## config.mk

```make
export PLATFORM = sky130hd
export DESIGN_NAME = uk101_ps2_keymatrix_flat
export DESIGN_NICKNAME = d
export VERILOG_FILES = /design/src/rtl/uk101_kbd_pkg.sv /design/src/rtl/uk101_ps2_keymatrix_if.sv /design/src/rtl/ps2_rx.sv /design/src/rtl/uk101_ps2_keymatrix.sv /design/src/flat_wrapper.sv
export SDC_FILE = /design/constraint.sdc
export NUM_CORES = 1
export LEC_CHECK = 0
export ABC_CLOCK_PERIOD_IN_PS = 2900
export CAP_MARGIN = 25
export CORE_UTILIZATION = 63
export CTS_BUF_LIST = sky130_fd_sc_hd__clkbuf_8
export DETAILED_ROUTE_END_ITERATION = 8
export PLACE_DENSITY = 0.79
export SLEW_MARGIN = 20
export SYNTH_ARGS = -nofsm -noshare
export SYNTH_HDL_FRONTEND = slang
export SYNTH_HIERARCHICAL = 1
export SYNTH_SLANG_ARGS = --single-unit
export TNS_END_PERCENT = 50
```

## constraint.sdc

```tcl
create_clock -name clk -period 2.9 [get_ports clk]
set_input_delay 0.58 -clock clk [delete_from_list [all_inputs] [get_ports clk]]
set_output_delay 0.58 -clock clk [all_outputs]
set_load 0.01 [all_outputs]
```

## src/rtl/uk101_kbd_pkg.sv

```systemverilog
// uk101_kbd_pkg
// Shared definitions for the UK101 PS/2 keyboard matrix block:
//   - PS/2 set-2 prefix byte constants
//   - receiver FSM state encoding
//   - key_pos_t, a matrix position with a valid flag
//   - map_scancode(), the UK101 keyboard layout table
//   - the fixed position of the latching SHIFT LOCK key
package uk101_kbd_pkg;

  localparam logic [7:0] SC_EXT   = 8'hE0;
  localparam logic [7:0] SC_BRK   = 8'hF0;
  localparam logic [7:0] SC_PAUSE = 8'hE1;
  localparam logic [7:0] SC_BAT   = 8'hAA;

  localparam logic [2:0] SHIFT_LOCK_ROW = 3'd0;
  localparam logic [2:0] SHIFT_LOCK_COL = 3'd0;

  typedef enum logic [1:0] {
    RX_IDLE,
    RX_DATA,
    RX_PARITY,
    RX_STOP
  } rx_state_t;

  typedef struct packed {
    logic       valid;
    logic [2:0] row;
    logic [2:0] col;
  } key_pos_t;

  function automatic key_pos_t kp(input logic [2:0] r, input logic [2:0] c);
    key_pos_t p;
    p.valid = 1'b1;
    p.row   = r;
    p.col   = c;
    return p;
  endfunction

  // Lookup key is {ext, code}; bit 8 set means the byte followed an E0 prefix.
  // Tab stands in for REPEAT and backslash for LINE FEED, which have no
  // direct PC equivalents.
  function automatic key_pos_t map_scancode(input logic ext, input logic [7:0] code);
    key_pos_t p;
    p = '0;
    case ({ext, code})
      // row 0: SHIFT LOCK, shifts, ESC, CTRL, REPEAT
      9'h058: p = kp(3'd0, 3'd0);  9'h059: p = kp(3'd0, 3'd1);  9'h012: p = kp(3'd0, 3'd2);
      9'h076: p = kp(3'd0, 3'd5);  9'h014: p = kp(3'd0, 3'd6);  9'h114: p = kp(3'd0, 3'd6);
      9'h00D: p = kp(3'd0, 3'd7);
      // row 1: P ; / SPACE Z A Q
      9'h04D: p = kp(3'd1, 3'd1);  9'h04C: p = kp(3'd1, 3'd2);  9'h04A: p = kp(3'd1, 3'd3);
      9'h14A: p = kp(3'd1, 3'd3);  9'h029: p = kp(3'd1, 3'd4);  9'h01A: p = kp(3'd1, 3'd5);
      9'h01C: p = kp(3'd1, 3'd6);  9'h015: p = kp(3'd1, 3'd7);
      // row 2: , M N B V C X
      9'h041: p = kp(3'd2, 3'd1);  9'h03A: p = kp(3'd2, 3'd2);  9'h031: p = kp(3'd2, 3'd3);
      9'h032: p = kp(3'd2, 3'd4);  9'h02A: p = kp(3'd2, 3'd5);  9'h021: p = kp(3'd2, 3'd6);
      9'h022: p = kp(3'd2, 3'd7);
      // row 3: K J H G F D S
      9'h042: p = kp(3'd3, 3'd1);  9'h03B: p = kp(3'd3, 3'd2);  9'h033: p = kp(3'd3, 3'd3);
      9'h034: p = kp(3'd3, 3'd4);  9'h02B: p = kp(3'd3, 3'd5);  9'h023: p = kp(3'd3, 3'd6);
      9'h01B: p = kp(3'd3, 3'd7);
      // row 4: I U Y T R E W
      9'h043: p = kp(3'd4, 3'd1);  9'h03C: p = kp(3'd4, 3'd2);  9'h035: p = kp(3'd4, 3'd3);
      9'h02C: p = kp(3'd4, 3'd4);  9'h02D: p = kp(3'd4, 3'd5);  9'h024: p = kp(3'd4, 3'd6);
      9'h01D: p = kp(3'd4, 3'd7);
      // row 5: RETURN LF O L .
      9'h05A: p = kp(3'd5, 3'd3);  9'h15A: p = kp(3'd5, 3'd3);  9'h05D: p = kp(3'd5, 3'd4);
      9'h044: p = kp(3'd5, 3'd5);  9'h04B: p = kp(3'd5, 3'd6);  9'h049: p = kp(3'd5, 3'd7);
      // row 6: RUBOUT - : 0 9 8
      9'h066: p = kp(3'd6, 3'd1);  9'h04E: p = kp(3'd6, 3'd2);  9'h052: p = kp(3'd6, 3'd3);
      9'h045: p = kp(3'd6, 3'd4);  9'h046: p = kp(3'd6, 3'd5);  9'h03E: p = kp(3'd6, 3'd6);
      // row 7: 7 6 5 4 3 2 1
      9'h03D: p = kp(3'd7, 3'd1);  9'h036: p = kp(3'd7, 3'd2);  9'h02E: p = kp(3'd7, 3'd3);
      9'h025: p = kp(3'd7, 3'd4);  9'h026: p = kp(3'd7, 3'd5);  9'h01E: p = kp(3'd7, 3'd6);
      9'h016: p = kp(3'd7, 3'd7);
      default: p = '0;
    endcase
    return p;
  endfunction

endpackage

```

## src/rtl/uk101_ps2_keymatrix_if.sv

```systemverilog
// uk101_ps2_keymatrix_if
// Groups the PS/2 lines, the CPU keyboard port and the status pulses of
// uk101_ps2_keymatrix.
//   ps2Clk, ps2Data : PS/2 lines from hps_io (asynchronous)
//   row_sel         : row-select byte written by the CPU, bit i = 0 selects row i
//   col_out         : column byte read by the CPU, bit j = 0 when key j pressed
//   byte_strobe     : one-cycle pulse per valid received byte
//   frame_err       : one-cycle pulse per rejected or abandoned frame
// slave is the keyboard block's view, master the surrounding system's view.
interface uk101_ps2_keymatrix_if;
  logic       ps2Clk;
  logic       ps2Data;
  logic [7:0] row_sel;
  logic [7:0] col_out;
  logic       byte_strobe;
  logic       frame_err;

  modport slave  (input ps2Clk, ps2Data, row_sel, output col_out, byte_strobe, frame_err);
  modport master (output ps2Clk, ps2Data, row_sel, input col_out, byte_strobe, frame_err);
endinterface

```

## src/rtl/ps2_rx.sv

```systemverilog
// ps2_rx
// PS/2 byte receiver: 2-FF synchronisers and 4-sample glitch filters on both
// lines, an 11-bit frame FSM (start, 8 data LSB first, odd parity, stop) and
// an inter-edge timeout that abandons stalled frames.
//   clk, n_reset : system clock, asynchronous active-low reset
//   ps2_clk/data : raw PS/2 lines
//   byte_strobe  : one-cycle pulse, data holds the received byte
//   data         : last received byte
//   frame_err    : one-cycle pulse on start, parity, stop or timeout error
module ps2_rx
  import uk101_kbd_pkg::*;
#(
  parameter int CLK_HZ     = 50_000_000,
  parameter int TIMEOUT_US = 200
) (
  input  logic       clk,
  input  logic       n_reset,
  input  logic       ps2_clk,
  input  logic       ps2_data,
  output logic       byte_strobe,
  output logic [7:0] data,
  output logic       frame_err
);

  // Divided in two steps so the product stays inside 32 bits.
  localparam int TO_RELOAD = (TIMEOUT_US * (CLK_HZ / 1000)) / 1000 - 1;
  localparam int TO_W      = $clog2(TO_RELOAD + 1);
  localparam logic [TO_W-1:0] TO_LOAD = TO_W'(TO_RELOAD);

  logic [1:0]      clk_sync_q, dat_sync_q;
  logic [2:0]      clk_hist_q, dat_hist_q;
  logic            clk_filt_q, clk_filt_d, dat_filt_q, dat_filt_d;
  logic            fall;
  rx_state_t       state_q, state_d;
  logic [2:0]      bit_cnt_q, bit_cnt_d;
  logic [7:0]      shift_q, shift_d;
  logic            parity_q, parity_d;
  logic [TO_W-1:0] to_cnt_q, to_cnt_d;
  logic            strobe_q, strobe_d, err_q, err_d;

  // The synchronised sample plus the three before it must all agree before
  // the filtered level moves; anything shorter is treated as a glitch.
  always_comb begin
    clk_filt_d = clk_filt_q;
    dat_filt_d = dat_filt_q;
    if (&{clk_hist_q, clk_sync_q[1]})       clk_filt_d = 1'b1;
    else if (~|{clk_hist_q, clk_sync_q[1]}) clk_filt_d = 1'b0;
    if (&{dat_hist_q, dat_sync_q[1]})       dat_filt_d = 1'b1;
    else if (~|{dat_hist_q, dat_sync_q[1]}) dat_filt_d = 1'b0;
  end

  assign fall = clk_filt_q & ~clk_filt_d;

  // Frame FSM and timeout. Every PS/2 clock fall reloads the timeout; if it
  // runs out mid-frame the partial frame is dropped.
  always_comb begin
    state_d   = state_q;
    bit_cnt_d = bit_cnt_q;
    shift_d   = shift_q;
    parity_d  = parity_q;
    strobe_d  = 1'b0;
    err_d     = 1'b0;
    to_cnt_d  = (to_cnt_q != '0) ? to_cnt_q - TO_W'(1) : to_cnt_q;
    if (fall) begin
      to_cnt_d = TO_LOAD;
      case (state_q)
        RX_IDLE: begin
          if (!dat_filt_q) begin
            state_d   = RX_DATA;
            bit_cnt_d = '0;
          end else begin
            err_d = 1'b1;
          end
        end
        RX_DATA: begin
          shift_d   = {dat_filt_q, shift_q[7:1]};
          bit_cnt_d = bit_cnt_q + 3'd1;
          if (bit_cnt_q == 3'd7) state_d = RX_PARITY;
        end
        RX_PARITY: begin
          parity_d = dat_filt_q;
          state_d  = RX_STOP;
        end
        RX_STOP: begin
          state_d = RX_IDLE;
          if (dat_filt_q && (^{shift_q, parity_q})) strobe_d = 1'b1;
          else                                      err_d    = 1'b1;
        end
        default: state_d = RX_IDLE;
      endcase
    end else if (state_q != RX_IDLE && to_cnt_q == '0) begin
      state_d = RX_IDLE;
      err_d   = 1'b1;
    end
  end

  // Idle PS/2 lines are high, so the conditioning chain resets high to avoid
  // a false fall coming out of reset.
  always_ff @(posedge clk or negedge n_reset) begin
    if (!n_reset) begin
      clk_sync_q <= '1;
      dat_sync_q <= '1;
      clk_hist_q <= '1;
      dat_hist_q <= '1;
      clk_filt_q <= 1'b1;
      dat_filt_q <= 1'b1;
      state_q    <= RX_IDLE;
      bit_cnt_q  <= '0;
      shift_q    <= '0;
      parity_q   <= 1'b0;
      to_cnt_q   <= '0;
      strobe_q   <= 1'b0;
      err_q      <= 1'b0;
    end else begin
      clk_sync_q <= {clk_sync_q[0], ps2_clk};
      dat_sync_q <= {dat_sync_q[0], ps2_data};
      clk_hist_q <= {clk_hist_q[1:0], clk_sync_q[1]};
      dat_hist_q <= {dat_hist_q[1:0], dat_sync_q[1]};
      clk_filt_q <= clk_filt_d;
      dat_filt_q <= dat_filt_d;
      state_q    <= state_d;
      bit_cnt_q  <= bit_cnt_d;
      shift_q    <= shift_d;
      parity_q   <= parity_d;
      to_cnt_q   <= to_cnt_d;
      strobe_q   <= strobe_d;
      err_q      <= err_d;
    end
  end

  assign byte_strobe = strobe_q;
  assign data        = shift_q;
  assign frame_err   = err_q;

endmodule

```

## src/rtl/uk101_ps2_keymatrix.sv

```systemverilog
// uk101_ps2_keymatrix
// Turns the PS/2 byte stream into the UK101 8x8 keyboard matrix and drives
// the active-low column byte for the row(s) the CPU selects.
//   clk, n_reset : system clock, asynchronous active-low reset
//   kbd          : PS/2 lines, row_sel in, col_out/byte_strobe/frame_err out
module uk101_ps2_keymatrix
  import uk101_kbd_pkg::*;
#(
  parameter int CLK_HZ     = 50_000_000,
  parameter int TIMEOUT_US = 200
) (
  input logic                   clk,
  input logic                   n_reset,
  uk101_ps2_keymatrix_if.slave  kbd
);

  logic             rx_strobe, rx_err;
  logic [7:0]       rx_data;
  logic [7:0][7:0]  matrix_q, matrix_d;
  logic             ext_q, ext_d, brk_q, brk_d;
  logic [2:0]       skip_q, skip_d;
  logic [7:0]       col_q, col_d;
  key_pos_t         pos;

  ps2_rx #(.CLK_HZ(CLK_HZ), .TIMEOUT_US(TIMEOUT_US)) u_rx (
    .clk         (clk),
    .n_reset     (n_reset),
    .ps2_clk     (kbd.ps2Clk),
    .ps2_data    (kbd.ps2Data),
    .byte_strobe (rx_strobe),
    .data        (rx_data),
    .frame_err   (rx_err)
  );

  assign pos = map_scancode(ext_q, rx_data);

  // Byte decoder. Prefixes only set flags; the skip counter swallows the
  // Pause sequence; reset/BAT bytes release everything except SHIFT LOCK,
  // which latches and only toggles on make.
  always_comb begin
    matrix_d = matrix_q;
    ext_d    = ext_q;
    brk_d    = brk_q;
    skip_d   = skip_q;
    if (rx_strobe) begin
      if (skip_q != 3'd0) begin
        skip_d = skip_q - 3'd1;
      end else if (rx_data == SC_EXT) begin
        ext_d = 1'b1;
      end else if (rx_data == SC_BRK) begin
        brk_d = 1'b1;
      end else if (rx_data == SC_PAUSE) begin
        skip_d = 3'd7;
      end else begin
        ext_d = 1'b0;
        brk_d = 1'b0;
        if (rx_data == SC_BAT || rx_data == 8'h00 || rx_data == 8'hFF) begin
          matrix_d = '0;
          matrix_d[SHIFT_LOCK_ROW][SHIFT_LOCK_COL] = matrix_q[SHIFT_LOCK_ROW][SHIFT_LOCK_COL];
        end else if (pos.valid) begin
          if (pos.row == SHIFT_LOCK_ROW && pos.col == SHIFT_LOCK_COL) begin
            if (!brk_q)
              matrix_d[SHIFT_LOCK_ROW][SHIFT_LOCK_COL] = ~matrix_q[SHIFT_LOCK_ROW][SHIFT_LOCK_COL];
          end else begin
            matrix_d[pos.row][pos.col] = ~brk_q;
          end
        end
      end
    end
  end

  // Column reduction: each selected row pulls its pressed columns low.
  always_comb begin
    col_d = 8'hFF;
    for (int i = 0; i < 8; i++) begin
      if (!kbd.row_sel[i]) col_d = col_d & ~matrix_q[i];
    end
  end

  // State registers; SHIFT LOCK comes out of reset engaged.
  always_ff @(posedge clk or negedge n_reset) begin
    if (!n_reset) begin
      matrix_q <= '0;
      matrix_q[SHIFT_LOCK_ROW][SHIFT_LOCK_COL] <= 1'b1;
      ext_q    <= 1'b0;
      brk_q    <= 1'b0;
      skip_q   <= '0;
      col_q    <= 8'hFF;
    end else begin
      matrix_q <= matrix_d;
      ext_q    <= ext_d;
      brk_q    <= brk_d;
      skip_q   <= skip_d;
      col_q    <= col_d;
    end
  end

  assign kbd.col_out     = col_q;
  assign kbd.byte_strobe = rx_strobe;
  assign kbd.frame_err   = rx_err;

endmodule

```

## src/flat_wrapper.sv

```systemverilog
// flat-port wrapper written by rule: the top's interface ports become plain ports
module uk101_ps2_keymatrix_flat import uk101_kbd_pkg::*;
#(
  parameter int CLK_HZ     = 50_000_000,
  parameter int TIMEOUT_US = 200
)
  (clk, n_reset, kbd_ps2Clk, kbd_ps2Data, kbd_row_sel, kbd_col_out, kbd_byte_strobe, kbd_frame_err);
  uk101_ps2_keymatrix_if kbd_i ();
  input logic clk;
  input logic n_reset;
  input wire logic [$bits(kbd_i.ps2Clk)-1:0] kbd_ps2Clk;
  input wire logic [$bits(kbd_i.ps2Data)-1:0] kbd_ps2Data;
  input wire logic [$bits(kbd_i.row_sel)-1:0] kbd_row_sel;
  output wire logic [$bits(kbd_i.col_out)-1:0] kbd_col_out;
  output wire logic [$bits(kbd_i.byte_strobe)-1:0] kbd_byte_strobe;
  output wire logic [$bits(kbd_i.frame_err)-1:0] kbd_frame_err;
  assign kbd_i.ps2Clk = kbd_ps2Clk;
  assign kbd_i.ps2Data = kbd_ps2Data;
  assign kbd_i.row_sel = kbd_row_sel;
  assign kbd_col_out = kbd_i.col_out;
  assign kbd_byte_strobe = kbd_i.byte_strobe;
  assign kbd_frame_err = kbd_i.frame_err;
  uk101_ps2_keymatrix #(.CLK_HZ(CLK_HZ), .TIMEOUT_US(TIMEOUT_US)) u_core (.clk(clk), .n_reset(n_reset), .kbd(kbd_i));
endmodule
```

### After elaboration in Yosys (flattened, before gate mapping)

Index checks and enable logic that the tools add are counted.

| storage, ports and cells | value |
|---|---|
| register bits after elaboration | 119 |
| latch bits | 0 |
| RAM bits | 0 |
| bits in read-only memories | 0 |
| memories | 0 |

| operators by class | value |
|---|---|
| add/sub/neg operators | 3 |
| multiply operators | 0 |
| div/mod/pow operators | 0 |
| order comparisons | 4 |
| eq/ne operators | 75 |
| shift operators | 0 |
| multiplexer cells | 48 |
| bitwise operators | 24 |
| reduce and logical (&&, ||, !) cells | 37 |

Operator list:

| operator | number |
|---|---|
| 7-bit one-hot mux with 52 select lines | 1 |
| 9-bit by 6-bit equality test with 1-bit output (second input constant) | 23 |
| 9-bit by 7-bit equality test with 1-bit output (second input constant) | 19 |
| 64-bit two-way mux | 2 |
| 9-bit by 5-bit equality test with 1-bit output (second input constant) | 9 |
| 8-bit two-way mux | 9 |
| 64-bit bitwise mux | 1 |
| 8-bit inverter | 8 |
| 63-bit two-way mux | 1 |
| 8-bit AND | 7 |
| 8-bit equality test (second input constant) | 5 |
| 14-bit two-way mux | 2 |
| 9-bit equality test (second input constant) | 3 |
| 8-bit demux with 3-bit select | 1 |
| 4-bit AND reduction | 5 |
| 1-bit two-way mux | 18 |
| 3-bit two-way mux | 5 |
| 14-bit zero test | 1 |
| 14-bit nonzero test | 1 |
| 14-bit by 1-bit subtractor with 14-bit output (second input constant) | 1 |
| 2-bit by 1-bit != test with 1-bit output (second input constant) | 6 |
| 2-bit nonzero test | 6 |
| 9-bit by 4-bit equality test with 1-bit output (second input constant) | 1 |
| 9-bit parity | 1 |
| 28 further kinds | 55 |

### Depth between registers and ports, before layout

Gate-level depths: netlist of the first run.

| logic depth | value |
|---|---|
| depth after elaboration | 16 |
| mapped depth | 13 |

### Hierarchy

Netlist of the first run, hierarchy kept.

Modules (own cells, without submodules):

| module | instances | cells each | area an instance (sq um) |
|---|---|---|---|
| uk101_ps2_keymatrix | 1 | 606 | 5331.4 |
| ps2_rx | 1 | 164 | 1921.8 |

### Least setup slack after synthesis of the first run

OpenSTA, ideal clock, no wires.

| timing path | value |
|---|---|
| path type | reg-to-reg |
| from | register u_core.u_rx.shift_q[3], in the netlist u_core/u_rx/data[3] |
| to | register u_core/matrix_q[28] in the netlist's numbering |
| library setup time | 121 ps |
| data arrival time | 2480 ps |
| slack | 299 ps |
| stages on the path, launching flop included | 12 |
| buffers on the path | 3 |
| clock period less this slack | 2601 ps |
| path through | dfrtp_1 buf_6 or4b_4 a211oi_2 nor4b_2 nor4bb_4 and4b_4 a31oi_2 buf_4 buf_6 o21ai_0 a32o_2 |

| between the ends | value |
|---|---|
| cells in the longest elaborated chain, start to end | 13 |
| elaborated cells on any way between the ends | 90 |
| classes of those cells | 4 x order compare; 61 x eq/ne; 9 x mux; 3 x bitwise; 13 x reduce/logical |

Ends and longest elaborated chain:

| element | RTL line | source |
|---|---|---|
| from (decl) | ps2_rx.sv:36 | `logic [7:0] shift_q, shift_d;` |
| from (signal assigned) | ps2_rx.sv:123 | `shift_q <= shift_d;` |
| 9-bit by 7-bit equality test with 1-bit output (tied with other cells) | uk101_kbd_pkg.sv:45 | `case ({ext, code})` |
| 2-bit OR reduction (no line) | -- |  |
| 7-bit one-hot mux with 52 select lines | uk101_kbd_pkg.sv:45 |  |
| 3-bit by 4-bit < comparator with 1-bit output (implied by the code) / 3-bit by 1-bit >= comparator with 1-bit output (equally long branches) | uk101_ps2_keymatrix.sv:65 | `matrix_d[pos.row][pos.col] = ~brk_q;` |
| 1-bit logical AND (implied by the code) | uk101_ps2_keymatrix.sv:65 |  |
| 1-bit two-way mux (implied by the code) | uk101_ps2_keymatrix.sv:65 |  |
| 1-bit demux with 3-bit select | -- |  |
| 8-bit two-way mux (implied by the code) | uk101_ps2_keymatrix.sv:65 |  |
| 8-bit demux with 3-bit select | -- |  |
| 64-bit bitwise mux | uk101_ps2_keymatrix.sv:65 |  |
| 63-bit two-way mux | uk101_ps2_keymatrix.sv:61 | `if (pos.row == SHIFT_LOCK_ROW && pos.col == SHIFT_LOCK_COL) begin` |
| 64-bit two-way mux | uk101_ps2_keymatrix.sv:60 | `end else if (pos.valid) begin` |
| 64-bit two-way mux | uk101_ps2_keymatrix.sv:57 | `if (rx_data == SC_BAT \|\| rx_data == 8'h00 \|\| rx_data == 8'hFF) begin` |
| to (signal assigned) | uk101_ps2_keymatrix.sv:90 | `matrix_q <= matrix_d;` |
| to (decl) | uk101_ps2_keymatrix.sv:19 | `logic [7:0][7:0] matrix_q, matrix_d;` |

Several ways; a longest one is shown, not always the timed one. The select of a mux whose other input is x is not followed.
A chain may end at the register's enable or synchronous reset.

### Worst setup path after layout of the first run

| timing path | value |
|---|---|
| from | register u_core.u_rx.shift_q[3], in the netlist u_core/u_rx/data[3] |
| to | register u_core/matrix_q[47] in the netlist's numbering |

Same word-level chain as after synthesis.

==> run summary, run 1 <==
The overall global routing resource usage was 38.0%; the die boundary width was 109 µm. The initialized floorplan defines 38 standard-cell rows. The run gives 6738 as the total via count in the routed design. The count of nets left with antenna violations once routing finished came out at 0. The number of clock buffers added by TritonCTS is 17.

The cell sitting at the root of the clock tree is a clkbuf_8. The clock passes through at most 2 buffers. Wires add up to 22000 µm.

Static leakage power: 3.61 nW. For the worst setup path, the data required time is 3.25 ns. The number of nets handed over by synthesis was 791. The area growth from synthesis to layout is 18.0%. The synthesized design spends more area on one cell type than any other, namely dfrtp_1. The run gives 0 as the remaining global-route overflow. The number of flops mapped to enable cells by yosys is 0, and the post-layout net count is 871. The path class of the lowest-slack min-delay path was in2async. The clock reaches the later pin of the worst-skew pair after 0.47 ns.

The number of global-route vias before repair was 6179; the worst clock skew on the final layout was 0.0146 ns. Static timing analysis puts the maximum clock frequency at 0.349 GHz. The tools report the number of detailed-routing iterations run before antenna repair as 8. After filler insertion, the fill cell instance count of the layout stands at 770. The first global-routing pass estimated 33500 µm of wire.

The tools report the sequential share of the synthesized area as 41.4%. With fillers left out, the area of the finished cells amounts to 0.00856 mm². The floorplan step defined a die boundary enclosing 0.0119 mm². The number of max-slew violations in the final report was 0; the number of hold violations in the final report was 0. For this design the top-level I/O count stands at 22. The count of cells in the finished layout, fillers not included, comes to 1003.

The final-report setup violation count was 0. Summing internal, switching and leakage power gives 3.79 mW. During synthesis, Yosys emitted a total of 6 warnings. The number of flip-flops and latches in the synthesized netlist works out to 119. The setup path with the least slack is of type reg2reg.

The area of combinational cells with multiple inputs was 0.00373 mm²; the share of post-route cells with drive strength above 1 was 27.8%. For the pin with the worst max-slew slack, the measured transition is 0.692 ns. The initial utilization of the core area, before any placement, comes to 65.8%. The largest fanout on the critical path works out to 22.

Summing every instance area after synthesis gives 0.00725 mm². Sorting the synthesized cells by area gives the leading types as dfrtp_1 (34%), dfstp_2 (7.6%), o22ai_1 (4.2%), inv_1 (3.8%), a21oi_1 (3.7%). The tools report the number of clock sinks as 119. The most used flip-flop cell after synthesis is dfrtp_1.

TritonCTS built the clock tree. Dividing total power by cell area gives a power density of 443 mW/mm². STA classifies the critical path startpoint as a flop.

Final hold analysis gives a worst-case slack of 0.100 ns. The tools report the cell area reported after detailed placement as 0.00793 mm². The startpoint of the most critical register-to-register path is u_core/u_rx/data[3]. Pin count of the biggest net entering global routing: 45. The floorplan step defined a core boundary enclosing 0.0110 mm².

In this run the tool buffered the top-level ports with 21 buffer cells. The tools report the total of max-cap violations as 0. After synthesis, the mean cell area works out to 9.42 µm². The run finished with clean final reports. The instance count after placement with tap cells included was 954; the share of flip-flops with an asynchronous set or reset was 100%. The detailed router finished its first iteration with 950 violations.

After detailed routing, the number of vias per cell comes to 6.72. The tools report the final estimated routing congestion in global placement as 0.989. The tools report the element type at the critical path end as a flop. In the final layout, flip-flops and latches occupy 0.00301 mm². Setup repair after global routing could not meet its margin everywhere. The number of antenna violations at the first check in global routing is 0.

After synthesis, the largest area contributor takes up 33.8% of total cell area. Clock-pin slew was measured on the worst setup and hold paths at 0.07 ns. In the finished design, the share of the clock period the worst path needs comes to 98.7%.

The worst-case IR drop observed on VDD is 478 µV. After detailed routing, the average wire length per cell comes to 21.9 µm. The total number of H-tree levels was 4; the final HPWL from detailed placement was 15200 µm. The height of the die came out at 109 µm. After technology mapping, the gate count stands at 770. For this run, design rule violations remaining after detail routing come to 0. Data on the critical path arrives at its endpoint at 3.22 ns. Tracing the worst setup path back leads to its startpoint at u_core/u_rx/data[3]. The relative slew slack is 53.6%, and the minimum clock period after layout is 2.86 ns. The total of hold buffers inserted after clock tree synthesis is 0. The number of antenna diodes in the final layout is 0. The number of distinct library cells after synthesis is 98.
## registers in the layout, indices dropped and copies added, names as in the netlist, 2 cells and up
register / flops
u_core/matrix_q: 64
u_core/u_rx/data: 8
u_core/kbd.col_out: 8
u_core/u_rx/to_cnt_q: 14
u_core/skip_q: 3
u_core/u_rx/state_q: 2
u_core/u_rx/clk_hist_q: 3
u_core/u_rx/dat_hist_q: 3
u_core/u_rx/dat_sync_q: 2
u_core/u_rx/bit_cnt_q: 3
u_core/u_rx/clk_sync_q: 2
## through the flow
stage,TNS [ns],util [%],setup WS (ns)
after CTS,0,75.6,0.000881
after global routing,-0.262,77.6,-0.0264
after global placement,-4.58,71.9,-0.139
after floorplan,0,-,0.299
after detailed placement,-9.91,71.9,-0.218
final,0,77.6,0.0378
## cell families after synthesis
| kind of cell | Yosys count | share of synthesized area, % |
|---|---|---|
| adder cells (fa/ha/maj) | 9 | 1.55 |
| flip-flops | 119 | 41.4 |
| XOR/XNOR | 21 | 2.73 |
| AND/OR/NAND/NOR | 256 | 22.8 |
| multiplexers | 7 | 1.09 |
| AO/OA/AOI/OAI | 233 | 21.7 |
| buffers and inverters | 125 | 8.75 |
## worst max-delay path, stage by stage (launching register included)
cell and delay, ns:
dfrtp_2 0.44, buf_12 0.14, or4b_4 0.58, nor3_4 0.28, o21ai_0 0.12, nor4bb_4 0.19, and4b_4 0.26, a31oi_2 0.22
buf_12 0.19, o21ai_0 0.10, a32o_2 0.22
## worst paths after layout
path	slack, ns	depth (start not counted)	to
max	0.04	10	u_core/matrix_q[47]
min	0.10	1	u_core/matrix_q[41]
max reg2reg	0.04	10	u_core/matrix_q[47]
min reg2reg	0.35	0	u_core/u_rx/clk_sync_q[1]
max in group asynchronous	2.00	2	u_core/u_rx/clk_sync_q[0]
min in group clk	0.35	0	u_core/u_rx/clk_sync_q[1]
## what timing repair did
item | CTS | global route
pin swaps | 1 | 6
endpoints found under the setup margin | 60 | 61
setup buffers | 0 | 15
resized for setup | 7 | 19
cloned | 1 | 1
## per-layer routing
layer	wire [µm]	track usage, %
met1	8700	50.3
met2	10200	59.7
met3	2200	9.07
met4	890	15.9
met5	0	0
## where the power goes
part	switching, mW	total, mW	internal [mW]
Clock	0.697	1.44	0.738
Combinational	0.259	0.447	0.189
Sequential	0.128	1.91	1.78
Total	1.08	3.79	2.71
## cells in the mapped netlist (9+ instances only)
cell type,count
dfrtp_1,98
inv_1,73
a21oi_1,54
nor2_1,50
nand2_1,49
o22ai_1,49
o21ai_0,37
nand3_1,24
dfstp_2,21
buf_4,18
o21ai_1,15
clkbuf_1,13
xnor2_1,13
nor3_1,12
nor4_1,12
a32o_2,11
buf_2,11
a22o_1,9
buf_6,9
ha_1,9
nand2b_1,9
## layout make-up
cell class | count | area share (%)
flip-flops and latches | 119 | 35.2
multi-input cells | 528 | 43.6
repair buffers | 111 | 11.5
clock inverters | 12 | 1.20
well taps | 140 | 2.05
clock buffers | 20 | 3.21
inverters | 73 | 3.24
## placed cells by master (no fill, tap or decap), types with 7 or more instances in the layout
cell type / synthesis / routed
buf_12: 1 / 8
a32o_2: 11 / 11
xor2_1: 7 / 7
o21ai_0: 37 / 37
xnor2_1: 13 / 13
buf_4: 18 / 80
dfrtp_2: 0 / 7
ha_1: 9 / 9
nor3_2: 7 / 8
o32ai_1: 8 / 7
clkdlybuf4s50_1: 0 / 20
dfstp_2: 21 / 21
nor4_1: 12 / 12
a22o_1: 9 / 9
dfrtp_1: 98 / 91
clkbuf_8: 0 / 20
nand2_1: 49 / 48
nand3_1: 24 / 24
inv_1: 73 / 73
a21oi_1: 54 / 53
mux2_2: 7 / 7
o22ai_1: 49 / 49
nand2b_1: 9 / 9
or3_1: 8 / 8
o21ai_1: 15 / 15
nor3_1: 12 / 11
nor2_1: 50 / 50
Power figures use the tool's default switching activity.
==> run 2: changes to the inputs <==
- CTS_CLUSTER_DIAMETER: not set -> 50
- REMOVE_ABC_BUFFERS: not set -> 1
==> run 2 against run 1 <==
  * Combinational power grew 1%
  * Power grew 4.0%
  * Register-to-register slack about the same
  * Setup slack better by 0.0085 ns
  * Critical endpoint is now u_core/matrix_q[53]
==> run summary, run 2 (synthesis results as in run 1) <==
The static leakage power is 3.83 nW (was 3.61 nW). The pin count of the biggest net entering global routing is 44 (was 45). The tools report the element type at the critical path end as a flop (unchanged).

The tools report the number of fill cells in the layout as 672 (was 770). The worst setup path category was reg2reg (unchanged). The cell at the slowest stage of the critical path is or4_4 (was or4b_4).

First-pass GRT wire length: 34900 µm (was 33500 µm). The site row count is 38 (unchanged). The quantity of I/O buffers inserted on ports was 21 (unchanged); the ratio of total power to cell area was 440 mW/mm² (was 443 mW/mm²). The cell type with the highest occurrence count on the critical path was buf_4. The total via count in the routed design was 6847 (was 6738); the peak supply drop was 477 µV (was 478 µV). The wire length per cell is 22.0 µm (was 21.9 µm), and the flip-flop count of the largest register, all copies and words added is 64 (unchanged). The run gives 0 (unchanged) as the remaining number of nets flagged by the antenna check after routing. The minimum clock period after layout works out to 2.85 ns (was 2.86 ns). Chain of cells forming the critical path: buf_4 -> buf_4 -> a31oi_2 -> a311oi_2 -> buf_4 -> or4_4 -> nor4_4 -> and2_4 -> nor4_4 -> buf_4 -> clkbuf_16 -> a32o_2 (was buf_12 -> or4b_4 -> nor3_4 -> o21ai_0 -> nor4bb_4 -> and4b_4 -> a31oi_2 -> buf_12 -> o21ai_0 -> a32o_2). The required time reported for the critical path endpoint was 3.25 ns (about the same); the layout overhead on the synthesized area was 23.6% (was 18.0%).

The run gives 4 (unchanged) as the total number of H-tree levels. The final-report setup violation count was 0 (unchanged); the number of antenna violations at the first check in global routing was 0 (unchanged). Share of the clock period used by the worst path after layout: 98.4% (was 98.7%).

The via-per-instance ratio is 6.57 (was 6.72), and the number of clock sinks is 119 (unchanged). The relative slew slack is 62.0% (was 53.6%), and the delay contributed by the slowest stage of the critical path is 0.50 ns (was 0.58 ns). The tools report the aggregate negative setup slack as 0 ns (unchanged). The run gives 0 (unchanged) as the remaining global-route overflow. The tools report the number of global-route vias before repair as 6634 (was 6179).

The path class of the lowest-slack min-delay path is in2async (unchanged). The number of hold violations in the final report is 0 (unchanged). The tools report the cell at the root of the clock tree as clkbuf_8 (unchanged). The number of max-slew violations in the final report was 0 (unchanged); the share of post-route cells with drive strength above 1 was 31.8% (was 27.8%).

Clock transition at the registers of the reported paths: 0.07 ns (about the same). The startpoint type of the worst setup path was a flop (unchanged). The run finished with clean final reports. The commonest non-fill, non-tap cell in the layout is buf_4 (was dfrtp_1). For the total inserted antenna cells, the log shows 0 (unchanged). The data arrival time of the worst path is 3.20 ns (was 3.22 ns). The post-layout net count came out at 910 (was 871).

Core region area: 0.0110 mm² (unchanged). The area of the die is 0.0119 mm² (unchanged), and the final estimated routing congestion in global placement is 1.02 (was 0.989). The run gives 2 (unchanged) as the worst-case clock buffer depth. TritonCTS built the clock tree.

The transition time at the pin with the least slew margin was 0.569 ns (was 0.692 ns); the later-pin clock latency in the skew report was 0.46 ns (was 0.47 ns). The I/O pin count is 22 (unchanged). The run gives 17 (unchanged) as the number of buffers created by CTS. The tools report the total of max-cap violations as 0 (unchanged).

The effective utilization at floorplan came out at 65.8% (unchanged). The maximum operating frequency came out at 0.350 GHz (was 0.349 GHz). Final-layout worst hold slack: 0.115 ns (was 0.100 ns). Biggest registers after layout: u_core/matrix_q (64), u_core/u_rx/to_cnt_q (14) (unchanged). Die boundary width: 109 µm (unchanged). Commonest cells after routing, fill and taps aside: buf_4 (117), dfrtp_1 (91), inv_1 (75), a21oi_1 (54), nor2_1 (50) (was dfrtp_1 (91), buf_4 (80), inv_1 (73), a21oi_1 (53), nor2_1 (50)). The logs give 932 (was 950) for the count of routing violations after the opening detailed-route iteration and 16100 µm (was 15200 µm) for the final HPWL from detailed placement. The register with the most flip-flops is u_core/matrix_q (unchanged). The overall global routing resource usage is 39.7% (was 38.0%). The height of the die is 109 µm (unchanged), and the core utilization of the finished layout is 81.3% (was 77.6%). For the worst clock skew on the final layout, the log shows 0.00688 ns (was 0.0146 ns). The number of detailed-routing iterations run before antenna repair is 6 (was 8), and the largest fanout on the critical path is 10 (was 22). For the total length of routed wires, the log shows 23000 µm (was 22000 µm). For the DRC violations left, the log shows 0 (unchanged).
-- run 2: changes by cell type in the layout (fill, tap and decap cells not counted), moves of 2 or more --
cell,before,now
inv_1,73,75
clkbuf_4,2,0
buf_4,80,117
nand3_1,24,21
nor4b_4,1,3
buf_6,1,5
clkinvlp_4,4,2
nand3_2,2,4
bufinv_16,1,3
nor4b_2,3,1
-- run 2: path summary, 6_finish.rpt --
kind | endpoint | slack, ns | cells after the start | startpoint
hold / removal | u_core/matrix_q[30] | 0.11 | 1 | n_reset
min in group clk | u_core/u_rx/clk_sync_q[1] | 0.36 | 0 | u_core/u_rx/clk_sync_q[0]
hold reg to reg | u_core/u_rx/clk_sync_q[1] | 0.36 | 0 | u_core/u_rx/clk_sync_q[0]
max in group asynchronous | u_core/u_rx/dat_sync_q[0] | 2.03 | 2 | n_reset
setup reg to reg | u_core/matrix_q[53] | 0.05 | 12 | u_core/u_rx/data[2]
setup / recovery | u_core/matrix_q[53] | 0.05 | 12 | u_core/u_rx/data[2]
-- run 2: cell type report --
| class | count | area, µm² | share of cell area [%] |
|---|---|---|---|
| Tap cell | 140 | 175 | 1.95 |
| Clock buffer | 19 | 262 | 2.92 |
| Multi-Input combinational cell | 526 | 3770 | 42.1 |
| Timing Repair Buffer | 152 | 1310 | 14.6 |
| Sequential cell | 119 | 3010 | 33.6 |
| Inverter | 73 | 274 | 3.06 |
| Clock inverter | 13 | 154 | 1.72 |
-- run 2: per-stage QoR --
step	area (µm²)	total power, mW	cells	worst slack, ns
after detailed placement	8210	2.37	992	-0.0291
after floorplan	6890	2.21	718	-0.560
final	8960	3.94	1042	0.0463
after CTS	8640	3.96	1024	-0.00387
after global placement	8210	2.33	992	0.0305
after global routing	8960	4.09	1042	-0.0604
-- run 2: routing by layer --
metal	track usage, %	part of all wire, %	vias up
met1	50.2	40	3312
li1	-	-	3048
met4	18.2	4.4	0
met3	10.1	8.1	87
met5	0	0	-
met2	63.8	47	400
-- run 2: power by group --
part / leakage, nW / switching (mW) / internal (mW)
combinational: 2.06 / 0.263 / 0.190
sequential: 1.55 / 0.121 / 1.78
clock: 0.215 / 0.698 / 0.889
total: 3.83 / 1.08 / 2.86
-- run 2: worst max-delay path: cells and delay by family, from the launching register on --
family | cells | cell delay (ns)
DFF | 1 | 0.46
and+or+nand+nor | 4 | 0.95
buffers and inverters | 5 | 0.83
AOI/OAI and AO/OA | 3 | 0.50
-- run 2: what timing repair did --
action | 4_1_cts | 5_1_grt
setup endpoints to repair | 38 | 63
buffers inserted | 0 | 16
hold endpoints to repair | 0 | 0
pin swaps | 0 | 17
resized for setup | 2 | 41
hold buffers | 0 | 0
gates cloned | 0 | 2
==> run 3: changes to the inputs <==
- CORE_UTILIZATION: 63 -> 62
- CTS_BUF_LIST: sky130_fd_sc_hd__clkbuf_8 -> not set
- PLACE_DENSITY: 0.79 -> 0.78
- SETUP_SLACK_MARGIN: not set -> 0.05
==> run 3 against run 2 <==
  * Sequential share of layout area increased by 0.16 points
  * Clock power rose by 25%
  * Flip-flop and latch count did not move
  * Die area increased by 1.6%
  * Largest cell class unchanged
  * Critical path type unchanged
  * Highest routed layer unchanged
  * First-iteration DRC count shrank 14%
  * Power up 11%
  * Largest power group is now clock
  * Sequential power barely moved
  * Core utilization down 3.1 points
  * Global-route usage decreased by 1.7 points
  * Routed wire length is 3.5% lower
==> run summary, run 3 (synthesis results as in run 1) <==
The pin count of the biggest net entering global routing was 40 (was 44). Biggest registers after layout: u_core/matrix_q (64), u_core/u_rx/to_cnt_q (14) (unchanged). The detailed-routing wirelength on met1 is 8730 µm (was 9240 µm). The core region area was 0.0114 mm² (was 0.0110 mm²).

The total length of routed wires was 22200 µm (was 23000 µm). The required time reported for the critical path endpoint is 3.23 ns (was 3.25 ns), and the maximum operating frequency is 0.356 GHz (was 0.350 GHz). The relative slew slack is 52.4% (was 62.0%), and the number of antenna violations at the first check in global routing is 0 (unchanged). The number of max-slew violations in the final report came out at 0 (unchanged). TritonCTS built the clock tree. Commonest non-fill, non-tap cell in the layout: buf_4 (unchanged). The number of detailed-routing iterations run before antenna repair came out at 6 (unchanged).

The worst-case clock buffer depth is 2 (unchanged), and the area of the die is 0.0121 mm² (was 0.0119 mm²). The final HPWL from detailed placement was 15800 µm (was 16100 µm); the core utilization of the finished layout was 78.1% (was 81.3%). The via-per-instance ratio was 6.57 (about the same). The effective utilization at floorplan came out at 63.5% (was 65.8%). The sum of met2 wire segment lengths after detailed routing was 10600 µm (was 10900 µm). Overall global routing resource usage: 37.9% (was 39.7%). Worst clock skew on the final layout: 0.00987 ns (was 0.00688 ns). The total number of H-tree levels was 4 (unchanged); the number of global-route vias before repair was 6361 (was 6634).

The logs give 6724 (was 6847) for the total via count in the routed design and 889 (was 910) for the post-layout net count. The wire length per cell works out to 21.6 µm (was 22.0 µm). The later-pin clock latency in the skew report was 0.42 ns (was 0.46 ns). The final instance count without filler cells is 1024 (was 1042). For the static leakage power, the log shows 3.76 nW (was 3.83 nW).

The run gives 22 (unchanged) as the I/O pin count. The overall power consumption is 4.36 mW (was 3.94 mW), and the final-report setup violation count is 0 (unchanged). The remaining global-route overflow is 0 (unchanged). For the count of routing violations after the opening detailed-route iteration, the log shows 805 (was 932).

The quantity of I/O buffers inserted on ports is 21 (unchanged), and the remaining number of nets flagged by the antenna check after routing is 0 (unchanged). The total of hold buffers inserted after clock tree synthesis came out at 0 (unchanged). The total of max-cap violations was 0 (unchanged); the number of hold violations in the final report was 0 (unchanged). The run gives 0.00814 mm² (was 0.00821 mm²) as the cell area reported after detailed placement. The instance count after placement with tap cells included came out at 985 (was 992). The tools report the final-layout worst hold slack as 0.116 ns (was 0.115 ns).

For the final non-filler cell area, the log shows 0.00892 mm² (was 0.00896 mm²). For the first-pass GRT wire length, the log shows 33800 µm (was 34900 µm). Startpoint type of the worst setup path: a flop (unchanged).

The clock transition at the registers of the reported paths works out to 0.06 ns (was 0.07 ns). The worst setup slack after placement is -0.0472 ns (was -0.0291 ns). The aggregate negative setup slack is 0 ns (unchanged), and the sequential cell area is 0.00301 mm² (unchanged). The minimum clock period after layout is 2.81 ns (was 2.85 ns), and the DRC violations left is 0 (unchanged). The final estimated routing congestion in global placement came out at 0.992 (was 1.02).

The largest fanout on the critical path works out to 6 (was 10). The worst setup path category is reg2reg (unchanged). The data arrival time of the worst path came out at 3.15 ns (was 3.20 ns).

Number of fill cells in the layout: 769 (was 672). The tools report the element type at the critical path end as a flop (unchanged). The share of the clock period used by the worst path after layout works out to 97.0% (was 98.4%). The flip-flop count of the largest register, all copies and words added is 64 (unchanged).

Cell at the root of the clock tree: clkbuf_16 (was clkbuf_8). For the number of buffers created by CTS, the log shows 17 (unchanged). The worst setup margin is 0.0875 ns (was 0.0463 ns), and the height of the die is 110 µm (was 109 µm). Layout overhead on the synthesized area: 23.0% (was 23.6%).

The register with the most flip-flops was u_core/matrix_q (unchanged). The die boundary width is 110 µm (was 109 µm), and the number of clock sinks is 119 (unchanged). Top routing layer in use: met4 (unchanged).

Commonest cells after routing, fill and taps aside: buf_4 (97), dfrtp_1 (91), inv_1 (72) (was buf_4 (117), dfrtp_1 (91), inv_1 (75), a21oi_1 (54), nor2_1 (50)). The share of post-route cells with drive strength above 1 was 30.3% (was 31.8%). The peak supply drop was 627 µV (was 477 µV).

The ratio of total power to cell area works out to 489 mW/mm² (was 440 mW/mm²). The run gives 0.00373 mm² (was 0.00377 mm²) as the area of combinational cells with multiple inputs. Setup repair after global routing could not meet its margin everywhere.

The path class of the lowest-slack min-delay path is in2async (unchanged). The flow ran to the end, and the final reports show no timing, DRC or antenna violations. For the total length of routed met3 wires, the log shows 1820 µm (was 1860 µm). The transition time at the pin with the least slew margin is 0.708 ns (was 0.569 ns), and the total inserted antenna cells is 0 (unchanged).

The site row count is 39 (was 38).
run 3: cell types whose count changed in the layout (fill, tap and decap cells not counted), moves of 3 or more:
cell       previous run  this run
buf_4               117        97
clkbuf_8             19         1
clkbuf_16             1        17
a21oi_1              54        49
a21oi_2               0         5
clkinv_4              1         4
inv_1                75        72
run 3: metal layers:
metal  vias up  global-route usage, %
met3        77                   7.23
met4         0                   21.3
met1      3226                   47.5
li1       3012                      -
met5         -                      0
met2       409                   61.7
run 3: power by group:
| part | internal, mW | switching (mW) | total (mW) |
|---|---|---|---|
| logic | 0.191 | 0.270 | 0.461 |
| registers | 1.78 | 0.128 | 1.91 |
| clock network | 1.20 | 0.793 | 1.99 |
run 3: critical path: stages, from the launching register on:
cell,delay (ns)
dfrtp_2,0.45
buf_6,0.14
or4b_4,0.54
a211oi_4,0.26
nor4b_4,0.09
nor4bb_4,0.17
and4b_4,0.23
buf_4,0.15
nor3_4,0.26
buf_4,0.16
nand3_1,0.10
o221ai_2,0.18
run 3: repair_timing:
item                                    4_1_cts  5_1_grt
endpoints found under the setup margin       50       61
setup buffers                                 2        5
resized for setup                             9       30
pin swaps                                     3        9
run 3: cell type report:
class / instances / share of cell area (%)
multi-input combinational: 526 / 41.8
sequential: 119 / 33.8
timing repair buffer: 131 / 12.9
clock buffer: 18 / 4.92
inverter: 73 / 3.11
tap: 143 / 2.01
clock inverter: 14 / 1.40
run 3: worst paths after layout:
| check | start | slack [ns] | depth (start not counted) | endpoint |
|---|---|---|---|---|
| worst min register to register | u_core/u_rx/clk_sync_q[0] | 0.36 | 0 | u_core/u_rx/clk_sync_q[1] |
| worst max register to register | u_core/u_rx/data[4] | 0.09 | 11 | u_core/matrix_q[10] |
| worst max-delay path | u_core/u_rx/data[4] | 0.09 | 11 | u_core/matrix_q[10] |
| max in group asynchronous | n_reset | 2.05 | 2 | u_core/u_rx/clk_sync_q[0] |
| min in group clk | u_core/u_rx/clk_sync_q[0] | 0.36 | 0 | u_core/u_rx/clk_sync_q[1] |
| worst min-delay path | n_reset | 0.12 | 1 | u_core/matrix_q[5] |
